[config.mk]
export PLATFORM = sky130hd
export DESIGN_NAME = axi_uart_fifo_bridge
export DESIGN_NICKNAME = d
export VERILOG_FILES = /design/src/rtl/axi_uart_fifo_bridge.sv
export SDC_FILE = /design/constraint.sdc
export NUM_CORES = 1
export LEC_CHECK = 0
export ABC_CLOCK_PERIOD_IN_PS = 7700
export BUFFER_PORTS_ARGS = -buffer_cell sky130_fd_sc_hd__buf_2
export CORE_MARGIN = 3
export CORE_UTILIZATION = 45
export CTS_BUF_LIST = sky130_fd_sc_hd__clkbuf_2
export CTS_CLUSTER_SIZE = 28
export DETAILED_ROUTE_END_ITERATION = 8
export PLACE_DENSITY_LB_ADDON = 0.1
export SLEW_MARGIN = 40
export SYNTH_ARGS = -nofsm -noshare
export SYNTH_HDL_FRONTEND = slang
export SYNTH_SLANG_ARGS = --single-unit
[constraint.sdc]
create_clock -name clk -period 7.7 [get_ports clk]
set_input_delay 0 -clock clk [delete_from_list [all_inputs] [get_ports clk]]
set_output_delay 0 -clock clk [all_outputs]
set_load 0.005 [all_outputs]
[src/rtl/axi_uart_fifo_bridge.sv]
// AXI4-lite slave exposing a UART byte-stream core through DIV/DATA/STATUS/CTRL registers,
// with TX/RX FIFOs, overrun tracking and a level interrupt.
module axi_uart_fifo_bridge #(
  parameter logic [31:0] BASE_ADDR = 32'h0001_8000,
  parameter int          TX_DEPTH  = 16,
  parameter int          RX_DEPTH  = 16,
  parameter logic [31:0] DIV_RESET = 32'd1
) (
  input  logic        clk,
  input  logic        resetn,
  input  logic        mem_axi_awvalid,
  output logic        mem_axi_awready,
  input  logic [31:0] mem_axi_awaddr,
  input  logic [2:0]  mem_axi_awprot,
  input  logic        mem_axi_wvalid,
  output logic        mem_axi_wready,
  input  logic [31:0] mem_axi_wdata,
  input  logic [3:0]  mem_axi_wstrb,
  output logic        mem_axi_bvalid,
  input  logic        mem_axi_bready,
  output logic [1:0]  mem_axi_bresp,
  input  logic        mem_axi_arvalid,
  output logic        mem_axi_arready,
  input  logic [31:0] mem_axi_araddr,
  input  logic [2:0]  mem_axi_arprot,
  output logic        mem_axi_rvalid,
  input  logic        mem_axi_rready,
  output logic [31:0] mem_axi_rdata,
  output logic [1:0]  mem_axi_rresp,
  output logic [31:0] cfg_div,
  output logic [7:0]  tx_data,
  output logic        tx_valid,
  input  logic        tx_ready,
  input  logic [7:0]  rx_data,
  input  logic        rx_valid,
  output logic        irq
);

  localparam int TX_AW = $clog2(TX_DEPTH);
  localparam int RX_AW = $clog2(RX_DEPTH);
  localparam logic [TX_AW:0]   TX_FULL_CNT = (TX_AW+1)'(TX_DEPTH);
  localparam logic [RX_AW:0]   RX_FULL_CNT = (RX_AW+1)'(RX_DEPTH);
  localparam logic [TX_AW-1:0] TX_PTR_ONE  = TX_AW'(1);
  localparam logic [RX_AW-1:0] RX_PTR_ONE  = RX_AW'(1);
  localparam logic [TX_AW:0]   TX_CNT_ONE  = (TX_AW+1)'(1);
  localparam logic [RX_AW:0]   RX_CNT_ONE  = (RX_AW+1)'(1);
  localparam logic [1:0] RESP_OKAY   = 2'b00;
  localparam logic [1:0] RESP_SLVERR = 2'b10;
  localparam logic [1:0] OFF_DIV     = 2'd0;
  localparam logic [1:0] OFF_DATA    = 2'd1;
  localparam logic [1:0] OFF_STATUS  = 2'd2;
  localparam logic [1:0] OFF_CTRL    = 2'd3;

  typedef enum logic [1:0] {W_IDLE, W_EXEC, W_RESP} w_state_t;
  typedef enum logic {R_IDLE, R_RESP} r_state_t;

  function automatic logic [7:0] sat8(input logic [31:0] v);
    if (v > 32'd255) sat8 = 8'hFF;
    else             sat8 = v[7:0];
  endfunction

  w_state_t w_state_r, w_state_s;
  r_state_t r_state_r, r_state_s;
  logic        aw_done_r, w_done_r;
  logic [31:0] awaddr_r, wdata_r;
  logic [3:0]  wstrb_r;
  logic [1:0]  bresp_r, rresp_r;
  logic [31:0] rdata_r, div_r, rd_mux_s, status_s;
  logic [1:0]  ctrl_r;
  logic        overrun_r, irq_r;

  logic [7:0]       tx_mem_r [TX_DEPTH];
  logic [TX_AW-1:0] tx_wp_r, tx_rp_r;
  logic [TX_AW:0]   tx_cnt_r;
  logic [7:0]       rx_mem_r [RX_DEPTH];
  logic [RX_AW-1:0] rx_wp_r, rx_rp_r;
  logic [RX_AW:0]   rx_cnt_r;

  logic aw_hs_s, w_hs_s, ar_hs_s, w_hit_s, r_hit_s, stall_s, do_write_s;
  logic wr_div_s, wr_ctrl_s, wr_status_s, tx_push_s, tx_pop_s, tx_flush_s, rx_flush_s;
  logic rx_push_s, rx_drop_s, rx_pop_s, tx_empty_s, tx_full_s, rx_empty_s, rx_full_s;
  logic [1:0] w_off_s, r_off_s;
  logic unused_s;

  assign unused_s = ^{mem_axi_awprot, mem_axi_arprot, awaddr_r[1:0], mem_axi_araddr[1:0]};

  assign mem_axi_awready = (w_state_r == W_IDLE) && !aw_done_r;
  assign mem_axi_wready  = (w_state_r == W_IDLE) && !w_done_r;
  assign mem_axi_bvalid  = (w_state_r == W_RESP);
  assign mem_axi_bresp   = bresp_r;
  assign mem_axi_arready = (r_state_r == R_IDLE);
  assign mem_axi_rvalid  = (r_state_r == R_RESP);
  assign mem_axi_rdata   = rdata_r;
  assign mem_axi_rresp   = rresp_r;
  assign cfg_div         = div_r;
  assign irq             = irq_r;

  assign aw_hs_s = mem_axi_awvalid && mem_axi_awready;
  assign w_hs_s  = mem_axi_wvalid && mem_axi_wready;
  assign ar_hs_s = mem_axi_arvalid && mem_axi_arready;

  assign w_hit_s = (awaddr_r[31:4] == BASE_ADDR[31:4]);
  assign w_off_s = awaddr_r[3:2];
  assign r_hit_s = (mem_axi_araddr[31:4] == BASE_ADDR[31:4]);
  assign r_off_s = mem_axi_araddr[3:2];

  assign tx_empty_s = (tx_cnt_r == {(TX_AW+1){1'b0}});
  assign tx_full_s  = (tx_cnt_r == TX_FULL_CNT);
  assign rx_empty_s = (rx_cnt_r == {(RX_AW+1){1'b0}});
  assign rx_full_s  = (rx_cnt_r == RX_FULL_CNT);

  // A DATA push into a full TX FIFO holds the write in W_EXEC until the stream side drains a byte.
  assign stall_s     = (w_state_r == W_EXEC) && w_hit_s && (w_off_s == OFF_DATA) && wstrb_r[0] && tx_full_s;
  assign do_write_s  = (w_state_r == W_EXEC) && !stall_s;
  assign wr_div_s    = do_write_s && w_hit_s && (w_off_s == OFF_DIV);
  assign wr_ctrl_s   = do_write_s && w_hit_s && (w_off_s == OFF_CTRL);
  assign wr_status_s = do_write_s && w_hit_s && (w_off_s == OFF_STATUS);
  assign tx_push_s   = do_write_s && w_hit_s && (w_off_s == OFF_DATA) && wstrb_r[0];
  assign tx_flush_s  = wr_ctrl_s && wdata_r[8];
  assign rx_flush_s  = wr_ctrl_s && wdata_r[9];
  assign tx_pop_s    = !tx_empty_s && tx_ready;
  assign rx_push_s   = rx_valid && !rx_full_s;
  assign rx_drop_s   = rx_valid && rx_full_s;
  assign rx_pop_s    = ar_hs_s && r_hit_s && (r_off_s == OFF_DATA) && !rx_empty_s;

  assign tx_valid = !tx_empty_s;
  assign tx_data  = tx_mem_r[tx_rp_r];

  assign status_s = {13'h0, overrun_r, rx_empty_s, tx_full_s, sat8(32'(rx_cnt_r)), sat8(32'(tx_cnt_r))};

  // Write FSM next state.
  always_comb begin
    w_state_s = w_state_r;
    case (w_state_r)
      W_IDLE: begin
        if ((aw_hs_s || aw_done_r) && (w_hs_s || w_done_r)) w_state_s = W_EXEC;
        else                                                 w_state_s = W_IDLE;
      end
      W_EXEC: begin
        if (!stall_s) w_state_s = W_RESP;
        else          w_state_s = W_EXEC;
      end
      W_RESP: begin
        if (mem_axi_bready) w_state_s = W_IDLE;
        else                w_state_s = W_RESP;
      end
      default: w_state_s = W_IDLE;
    endcase
  end

  // Read FSM next state.
  always_comb begin
    r_state_s = r_state_r;
    case (r_state_r)
      R_IDLE: begin
        if (mem_axi_arvalid) r_state_s = R_RESP;
        else                 r_state_s = R_IDLE;
      end
      R_RESP: begin
        if (mem_axi_rready) r_state_s = R_IDLE;
        else                r_state_s = R_RESP;
      end
      default: r_state_s = R_IDLE;
    endcase
  end

  // Read data mux; misses return zero.
  always_comb begin
    rd_mux_s = 32'h0;
    if (!r_hit_s) begin
      rd_mux_s = 32'h0;
    end else begin
      case (r_off_s)
        OFF_DIV:    rd_mux_s = div_r;
        OFF_DATA:   rd_mux_s = rx_empty_s ? 32'hFFFF_FFFF : {24'h0, rx_mem_r[rx_rp_r]};
        OFF_STATUS: rd_mux_s = status_s;
        OFF_CTRL:   rd_mux_s = {30'h0, ctrl_r};
        default:    rd_mux_s = 32'h0;
      endcase
    end
  end

  // AXI channel state, latched address/data halves and responses.
  always_ff @(posedge clk or negedge resetn) begin
    if (!resetn) begin
      w_state_r <= W_IDLE;
      r_state_r <= R_IDLE;
      aw_done_r <= 1'b0;
      w_done_r  <= 1'b0;
      awaddr_r  <= 32'h0;
      wdata_r   <= 32'h0;
      wstrb_r   <= 4'h0;
      bresp_r   <= RESP_OKAY;
      rresp_r   <= RESP_OKAY;
      rdata_r   <= 32'h0;
    end else begin
      w_state_r <= w_state_s;
      r_state_r <= r_state_s;
      if (w_state_r != W_IDLE) begin
        aw_done_r <= 1'b0;
        w_done_r  <= 1'b0;
      end else begin
        if (aw_hs_s) begin
          awaddr_r  <= mem_axi_awaddr;
          aw_done_r <= 1'b1;
        end
        if (w_hs_s) begin
          wdata_r  <= mem_axi_wdata;
          wstrb_r  <= mem_axi_wstrb;
          w_done_r <= 1'b1;
        end
      end
      if (do_write_s) bresp_r <= w_hit_s ? RESP_OKAY : RESP_SLVERR;
      if (ar_hs_s) begin
        rdata_r <= rd_mux_s;
        rresp_r <= r_hit_s ? RESP_OKAY : RESP_SLVERR;
      end
    end
  end

  // Control registers, overrun flag and interrupt.
  always_ff @(posedge clk or negedge resetn) begin
    if (!resetn) begin
      div_r     <= DIV_RESET;
      ctrl_r    <= 2'b00;
      overrun_r <= 1'b0;
      irq_r     <= 1'b0;
    end else begin
      for (int i = 0; i < 4; i++) begin
        if (wr_div_s && wstrb_r[i]) div_r[8*i +: 8] <= wdata_r[8*i +: 8];
      end
      if (wr_ctrl_s) ctrl_r <= wdata_r[1:0];
      if (rx_drop_s)                    overrun_r <= 1'b1;
      else if (wr_status_s && wdata_r[18]) overrun_r <= 1'b0;
      irq_r <= (ctrl_r[0] && !rx_empty_s) || (ctrl_r[1] && tx_empty_s) || overrun_r;
    end
  end

  // TX FIFO pointers and occupancy.
  always_ff @(posedge clk or negedge resetn) begin
    if (!resetn) begin
      tx_wp_r  <= {TX_AW{1'b0}};
      tx_rp_r  <= {TX_AW{1'b0}};
      tx_cnt_r <= {(TX_AW+1){1'b0}};
    end else if (tx_flush_s) begin
      tx_wp_r  <= {TX_AW{1'b0}};
      tx_rp_r  <= {TX_AW{1'b0}};
      tx_cnt_r <= {(TX_AW+1){1'b0}};
    end else begin
      if (tx_push_s) tx_wp_r <= tx_wp_r + TX_PTR_ONE;
      if (tx_pop_s)  tx_rp_r <= tx_rp_r + TX_PTR_ONE;
      case ({tx_push_s, tx_pop_s})
        2'b10:   tx_cnt_r <= tx_cnt_r + TX_CNT_ONE;
        2'b01:   tx_cnt_r <= tx_cnt_r - TX_CNT_ONE;
        default: tx_cnt_r <= tx_cnt_r;
      endcase
    end
  end

  // RX FIFO pointers and occupancy; a flush overrides a same-cycle push.
  always_ff @(posedge clk or negedge resetn) begin
    if (!resetn) begin
      rx_wp_r  <= {RX_AW{1'b0}};
      rx_rp_r  <= {RX_AW{1'b0}};
      rx_cnt_r <= {(RX_AW+1){1'b0}};
    end else if (rx_flush_s) begin
      rx_wp_r  <= {RX_AW{1'b0}};
      rx_rp_r  <= {RX_AW{1'b0}};
      rx_cnt_r <= {(RX_AW+1){1'b0}};
    end else begin
      if (rx_push_s) rx_wp_r <= rx_wp_r + RX_PTR_ONE;
      if (rx_pop_s)  rx_rp_r <= rx_rp_r + RX_PTR_ONE;
      case ({rx_push_s, rx_pop_s})
        2'b10:   rx_cnt_r <= rx_cnt_r + RX_CNT_ONE;
        2'b01:   rx_cnt_r <= rx_cnt_r - RX_CNT_ONE;
        default: rx_cnt_r <= rx_cnt_r;
      endcase
    end
  end

  // FIFO storage; contents are only meaningful between the pointers, so no reset.
  always_ff @(posedge clk) begin
    if (tx_push_s) tx_mem_r[tx_wp_r] <= wdata_r[7:0];
    if (rx_push_s) rx_mem_r[rx_wp_r] <= rx_data;
  end

endmodule
==> Word level (Yosys, flattened, before mapping) <==
Memory sizes are Yosys's and may differ from the RTL's.
Cells that the tools add are included.
{ "totals": {"ff_bits": 171, "ramBits": 256, "in_bits": 123, "output_inout_bits": 83, "word_cells": 144, "mem_count": 2} }
{ "classes": {"n_addsub": 8, "n_eq_ne": 16, "mux": 34, "bitwise_logic": 2, "n_reduce_logical": 59} }
{ "mem_list": {"columns": ["name", "depth", "word_bits", "read_ports", "rd_clocked_by_memory_dff", "wr", "line", "source"], "rows": [
  ["rx_mem_r", 16, 8, 1, 0, 1, "75", "logic [7:0] rx_mem_r [RX_DEPTH];"],
  ["tx_mem_r", 16, 8, 1, 0, 1, "72", "logic [7:0] tx_mem_r [TX_DEPTH];"]
]} }
{ "op_table": {"columns": ["op", "n"], "rows": [
  ["32-bit one-hot mux with 4 select lines", 1],
  ["32-bit two-way mux", 2],
  ["28-bit by 13-bit equality test with 1-bit output, second input constant", 2],
  ["1-bit logical AND", 32],
  ["4-bit two-way mux", 8],
  ["5-bit one-hot mux with 2 select lines", 2],
  ["4-bit by 1-bit adder with 4-bit output, second input constant", 4],
  ["2-bit nonzero test", 8],
  ["2-bit equality test, second input constant", 7],
  ["1-bit two-way mux", 13],
  ["5-bit by 1-bit adder with 5-bit output, second input constant", 2],
  ["2-bit by 1-bit equality test with 1-bit output, second input constant", 5],
  ["5-bit equality test, second input constant", 2],
  ["5-bit zero test", 2],
  ["5-bit two-way mux", 2],
  ["5-bit by 1-bit subtractor with 5-bit output, second input constant", 2],
  ["2-bit two-way mux", 4],
  ["1-bit zero test", 6],
  ["2-bit zero test", 3],
  ["2-bit one-hot mux with 3 select lines", 1],
  ["3-bit nonzero test", 2],
  ["1-bit logical OR", 4],
  ["2-bit AND reduction", 2],
  ["1-bit NOT", 2],
  ["1-bit one-hot mux with 2 select lines", 1]
]} }

==> Longest topological paths before layout <==
{ "logic_depth": {"word_depth": 13, "depth_mapped": 13, "depth_no_buf": 11} }

==> Worst setup path after synthesis <==
Ideal clock, no wire load.
{ "synth_path": {"kind": "reg2reg", "startpoint": "register rx_cnt_r[1]", "endpoint": "register rx_cnt_r[4]", "setup_ns": 0.121, "arrival_ns": 2.825, "required_time_ns": 7.579, "path_slack_ns": 4.754, "stages_incl_launch_ff": 12, "n_path_buf": 1, "period_less_slack_ns": 2.946, "path_cell_list": "dfrtp_1 -> nor4_1 -> a21boi_0 -> clkbuf_1 -> nor3b_1 -> ha_1 -> a21o_1 -> a21oi_1 -> nor2b_1 -> mux2i_1 -> xor2_1 -> nor2_1"} }
{ "synth_between": {"elab_chain_len": 6, "elab_cells_between_ends": 13, "classes_between": "add/sub (2); eq/ne (3); mux (2); reduce/logical (6)"} }
{ "synth_lines": {"columns": ["element", "line", "source"], "rows": [
  ["start, declared", "77", "logic [RX_AW:0] rx_cnt_r;"],
  ["start signal, assigned", "265", "rx_cnt_r <= {(RX_AW+1){1'b0}};"],
  ["start signal, assigned", "269", "rx_cnt_r <= {(RX_AW+1){1'b0}};"],
  ["start signal, assigned", "274", "2'b10: rx_cnt_r <= rx_cnt_r + RX_CNT_ONE;"],
  ["5-bit equality test or 5-bit zero test (tied branches)", "110, 109", null],
  ["1-bit zero test (on tied branches)", "122, 124", null],
  ["1-bit logical AND (on tied branches)", "122, 124", null],
  ["2-bit by 1-bit equality test with 1-bit output or 2-bit equality test (tied branches)", "273", "case ({rx_push_s, rx_pop_s})"],
  ["5-bit one-hot mux with 2 select lines", "273", null],
  ["5-bit two-way mux", "266", "end else if (rx_flush_s) begin"]
]} }
Parallel ways exist; a longest one is shown, timed or not.
A chain may end at the register's enable or synchronous reset.

==> Worst setup path in the final report <==
{ "layout_path": {"startpoint": "register r_state_r, in the netlist mem_axi_rvalid", "endpoint": "register rx_cnt_r[4]"} }
{ "layout_between": {"elab_chain_len": 8, "elab_cells_between_ends": 10, "classes_between": "eq/ne (2); mux (2); bitwise (1); reduce/logical (5)"} }
{ "layout_lines": {"columns": ["element", "line", "source"], "rows": [
  ["start, declared", "63", "r_state_t r_state_r, r_state_s;"],
  ["start signal, assigned", "198", "r_state_r <= r_state_s;"],
  ["1-bit NOT (*)", null, null],
  ["1-bit logical AND (*)", "100", "assign ar_hs_s = mem_axi_arvalid && mem_axi_arready;"],
  ["1-bit logical AND (*) (3 in series)", "124", "assign rx_pop_s = ar_hs_s && r_hit_s && (r_off_s == OFF_DATA) && !rx_empty_s;"],
  ["2-bit by 1-bit equality test with 1-bit output or 2-bit equality test (tied branches)", "273", null],
  ["5-bit one-hot mux with 2 select lines", "273", null],
  ["5-bit two-way mux", "266", null],
  ["end signal, assigned", "265", null],
  ["end signal, assigned", "274", null],
  ["end signal, assigned", "275", "2'b01: rx_cnt_r <= rx_cnt_r - RX_CNT_ONE;"]
]} }
Mark *: on every way between the ends. The rest lies on a longest branch, timed or not.

==> impl_results.md <==
- Part of the total power dissipated in the clock network: 24.9%
- Via-to-Cell Ratio: slightly above 5
- Avg Cell Area, Syn: 16.9 sq um
- Slowest CP cell: sky130_fd_sc_hd__dlygate4sd3_1
- Slowest cell delay on critical path: 0.60 ns
- Placeable core region: 37,800 sq um
- Number of cells on the worst hold path: 4
- Int Power: 4.24 mW
- Number of synthesized register bits: ~420
- Count of input and output buffers: 193
- Pin count of the biggest net entering global routing: between 90 and 100
- TritonCTS Sinks: 423
- Most used DFF post-synth: sky130_fd_sc_hd__edfxtp_1
- Number of cells on the worst reg-to-reg path: 13
- Fraction of the core area covered by cells at the end of the flow: between 50 and 60%
- Number of flops mapped to enable cells by yosys: ~260
- Max Buffers Root-to-Sink: 3
- H-tree depth: 3
- Arrival time of data at the critical path endpoint: roughly 4.8 ns
- Fraction of the yosys area taken by sequential cells: 68.7%
- Number of global-route vias before repair: between 10,000 and 15,000
- Number of logic stages on the critical path including buffering: 13
- Count of max-cap constraint violations: 0
- Family of cells with the greatest summed delay on the critical path: simple AND/OR/NAND/NOR gates
- Slew Limit Fails: 0
- Clock latency on the worst-skew pair: 1.05 ns
- Largest fanout on the critical path: 4
- Final net count: around 1,600
- GRT Total Usage: 20.7%
- Average wire per standard cell: between 15 and 20 um
- Power density over the cells: 275 nW/um^2
- Combinational fraction of design power: 22.7%
- Shortest clock period the worst path allows after layout: 3.94 ns
- Slew at the pin closest to its max-slew limit: 0.823 ns
- Post-route fraction of the period consumed by the critical path: 51.1%
- Area grow syn2layout: 26.9%
- Via Count: 10,700
- Effective utilization at floorplan: 45.7%
- Kind of launch point of the worst setup path: flop
- Maximum VDD drop: 0.145 mV
- Number of violations reported at the end of detailed-routing iteration 0: 510
- Highest Clock Rate: 254 MHz
- Result of the run: complete, no violations
- Crit path buf inv count: 2
- Global placer's final weighted congestion: 0.772
- Async set or reset register ratio after synthesis: between 30% and 40%
- Clock Tree Root: sky130_fd_sc_hd__clkbuf_2
- Antenna violations before repair: 1
- Leading cell type in the layout, fill and taps excluded: sky130_fd_sc_hd__edfxtp_1
- Fin Clk Skew: approximately 0.09 ns
- Count of standard-cell rows: 71
- Remaining Overflow, GRT: 0
- Net switching fraction of the power: between 20% and 30%
- Required @ worst endpoint: 8.54 ns
- Instance count of the mapped netlist: 1,021
- Reported net switching power: 1.79 mW
- Tightest slew margin relative to the limit: 45.1%
- Worst Setup Path Type: reg -> reg
- Endpoint type of the worst setup path: flop
- Die Span Y: 202 um
- Number of different library cells in the post-synthesis netlist: 61
- Setup repair after global routing missed its margin: false
- Boundary pin count: 206
- Final setup violation count: 0
- Hold Path Class: in -> reg
- Die Outline Area: 40,800 sq um
- Wire length of the first global-routing pass: approximately 65 mm
- LEAKAGE: 8.83 nW
- Clock buffers created by TritonCTS: 107
- Share of cells above drive strength 1: between 30% and 40%
- Clock tree from TritonCTS: done
- Total setup buffers inserted after CTS: 0
- Syn Std Cell Area: 17,300 sq um
- Count of synthesis-stage warnings from yosys: 0
- Number of DRC violations after detailed routing: 0
- Post-Route Setup TNS: 0 ns
- Total count of hold-check failures in the final report: 0
- Antenna viol nets, final: 0
- Cell-by-cell listing of the critical path: nor2b_1, nand4_1, dlygate4sd3_1, nor3_2, dlygate4sd3_1, nor3b_1, ha_1, a21o_1, a21oi_1, nor2b_1, mux2i_1, xor2_1, nor2_1
- Worst R2R Setup Slack: 3.76 ns
- Worst slack on hold paths: 0.150 ns
- Drt total wl: 41.5 mm
- First drt pass iteration count: 4
- Clock Pin Slew Worst Setup and Hold Paths: 0.10 ns
- Die span in x: 202 um
- DP HPWL: 25.2 mm
- Most used cells in the layout excluding fill and tap cells: 256 x sky130_fd_sc_hd__edfxtp_1, 218 x sky130_fd_sc_hd__dlygate4sd3_1, 192 x sky130_fd_sc_hd__buf_2, 170 x sky130_fd_sc_hd__clkbuf_2, 164 x sky130_fd_sc_hd__dfrtp_1
- Sequential cell fraction of total power: 52.4%
## power groups by stage
stage               Clock (mW)  Combinational, mW  Sequential, mW
finish                    1.50               1.37            3.16
global route              1.69               1.50            3.22
CTS                       1.56               1.37            3.16
detailed placement           0               1.15            3.21
global placement             0               1.13            3.19
floorplan                    0              0.881            3.05
## stage by stage
stage | std cells | worst slack [ns] | power (mW) | instance area [sq um]
after floorplan | 1022 | 4.75 | 3.93 | 17300
final | 2093 | 3.76 | 6.03 | 21900
after detailed placement | 1686 | 4.16 | 4.35 | 18700
after global routing | 2093 | 3.48 | 6.41 | 21900
after global placement | 1686 | 4.19 | 4.32 | 18700
after CTS | 2091 | 3.79 | 6.10 | 21900
## synthesized netlist by cell type (all sizes together), types with 12 or more instances
cell type,n,area [sq um]
edfxtp,256,7690
dfrtp,166,4150
mux2,100,1130
mux4,71,1600
nor2,58,220
nand2,48,180
o21ai,39,199
and2,32,200
clkbuf,26,97.6
buf,23,126
mux2i,22,220
nor4,18,143
ha,15,188
xor2,12,105
## state kept, by name (all words and copies together) (netlist names)
register and count:
aw_done_r 1, awaddr_r 30, cfg_div 32, ctrl_r 2, irq 1, mem_axi_bresp 1
mem_axi_rdata 32, mem_axi_rresp 1, mem_axi_rvalid 1, overrun_r 1, rx_cnt_r 5, rx_mem_r 128
rx_rp_r 4, rx_wp_r 4, tx_cnt_r 5, tx_mem_r 128, tx_rp_r 4, tx_wp_r 4
w_done_r 1, w_state_r 2, wdata_r 32, wstrb_r 4
## layout make-up
cell class / count / area [sq um]
Timing Repair Buffer: 422 / 3260
Sequential cell: 423 / 11900
Clock buffer: 170 / 851
Inverter: 7 / 26.3
Antenna cell: 1 / 2.50
Tap cell: 511 / 639
Fill cell: 3084 / 15800
Multi-Input combinational cell: 543 / 5160
Clock inverter: 16 / 110
## logic make-up (layout without fill, tap and decap cells)
group,Yosys count,count (layout),synth area share (%)
flip-flops,423,423,68.7
multiplexers,193,193,17.1
AND/OR/NAND/NOR,220,220,6.92
XOR/XNOR,20,20,1.06
adder cells (fa/ha/maj),16,16,1.20
buffers and inverters,56,615,1.45
other,1,3,0.0217
AO/OA/AOI/OAI,92,92,3.57
## final timing paths
kind                                                end                          from
max                             rx_cnt_r[4]$_DFFE_PN0P_      mem_axi_rvalid$_DFF_PN0_
min                        mem_axi_rdata[5]$_DFFE_PN0P_             mem_axi_araddr[2]
max reg2reg                     rx_cnt_r[4]$_DFFE_PN0P_      mem_axi_rvalid$_DFF_PN0_
min reg2reg                mem_axi_rdata[0]$_DFFE_PN0P_  mem_axi_rdata[0]$_DFFE_PN0P_
max in group asynchronous      awaddr_r[10]$_DFFE_PN0P_                        resetn
min in group asynchronous        cfg_div[6]$_DFFE_PN0P_                        resetn
## worst register-to-register path: stages, from the launching register on
cell and delay (ns):
sky130_fd_sc_hd__dfrtp_1 0.41, sky130_fd_sc_hd__nor2b_1 0.22, sky130_fd_sc_hd__nand4_1 0.13, sky130_fd_sc_hd__dlygate4sd3_1 0.60, sky130_fd_sc_hd__nor3_2 0.11, sky130_fd_sc_hd__dlygate4sd3_1 0.59, sky130_fd_sc_hd__nor3b_1 0.54, sky130_fd_sc_hd__ha_1 0.38
sky130_fd_sc_hd__a21o_1 0.19, sky130_fd_sc_hd__a21oi_1 0.17, sky130_fd_sc_hd__nor2b_1 0.15, sky130_fd_sc_hd__mux2i_1 0.08, sky130_fd_sc_hd__xor2_1 0.14, sky130_fd_sc_hd__nor2_1 0.05
## repair_timing
action	in CTS	in global routing
setup endpoints to repair	0	0
hold endpoints to repair	547	0
gates resized for setup	0	0
hold buffers	219	0
## per-layer routing
| metal | vias to the layer above | track usage (%) | part of all wire (%) |
|---|---|---|---|
| li1 | 4963 | - | - |
| met3 | 69 | 4.88 | 4.3 |
| met2 | 256 | 34.2 | 50 |
| met4 | 0 | 7.55 | 2.6 |
| met1 | 5418 | 26.8 | 43 |
| met5 | - | 0 | 0 |
(Power assumes the default switching activity.)
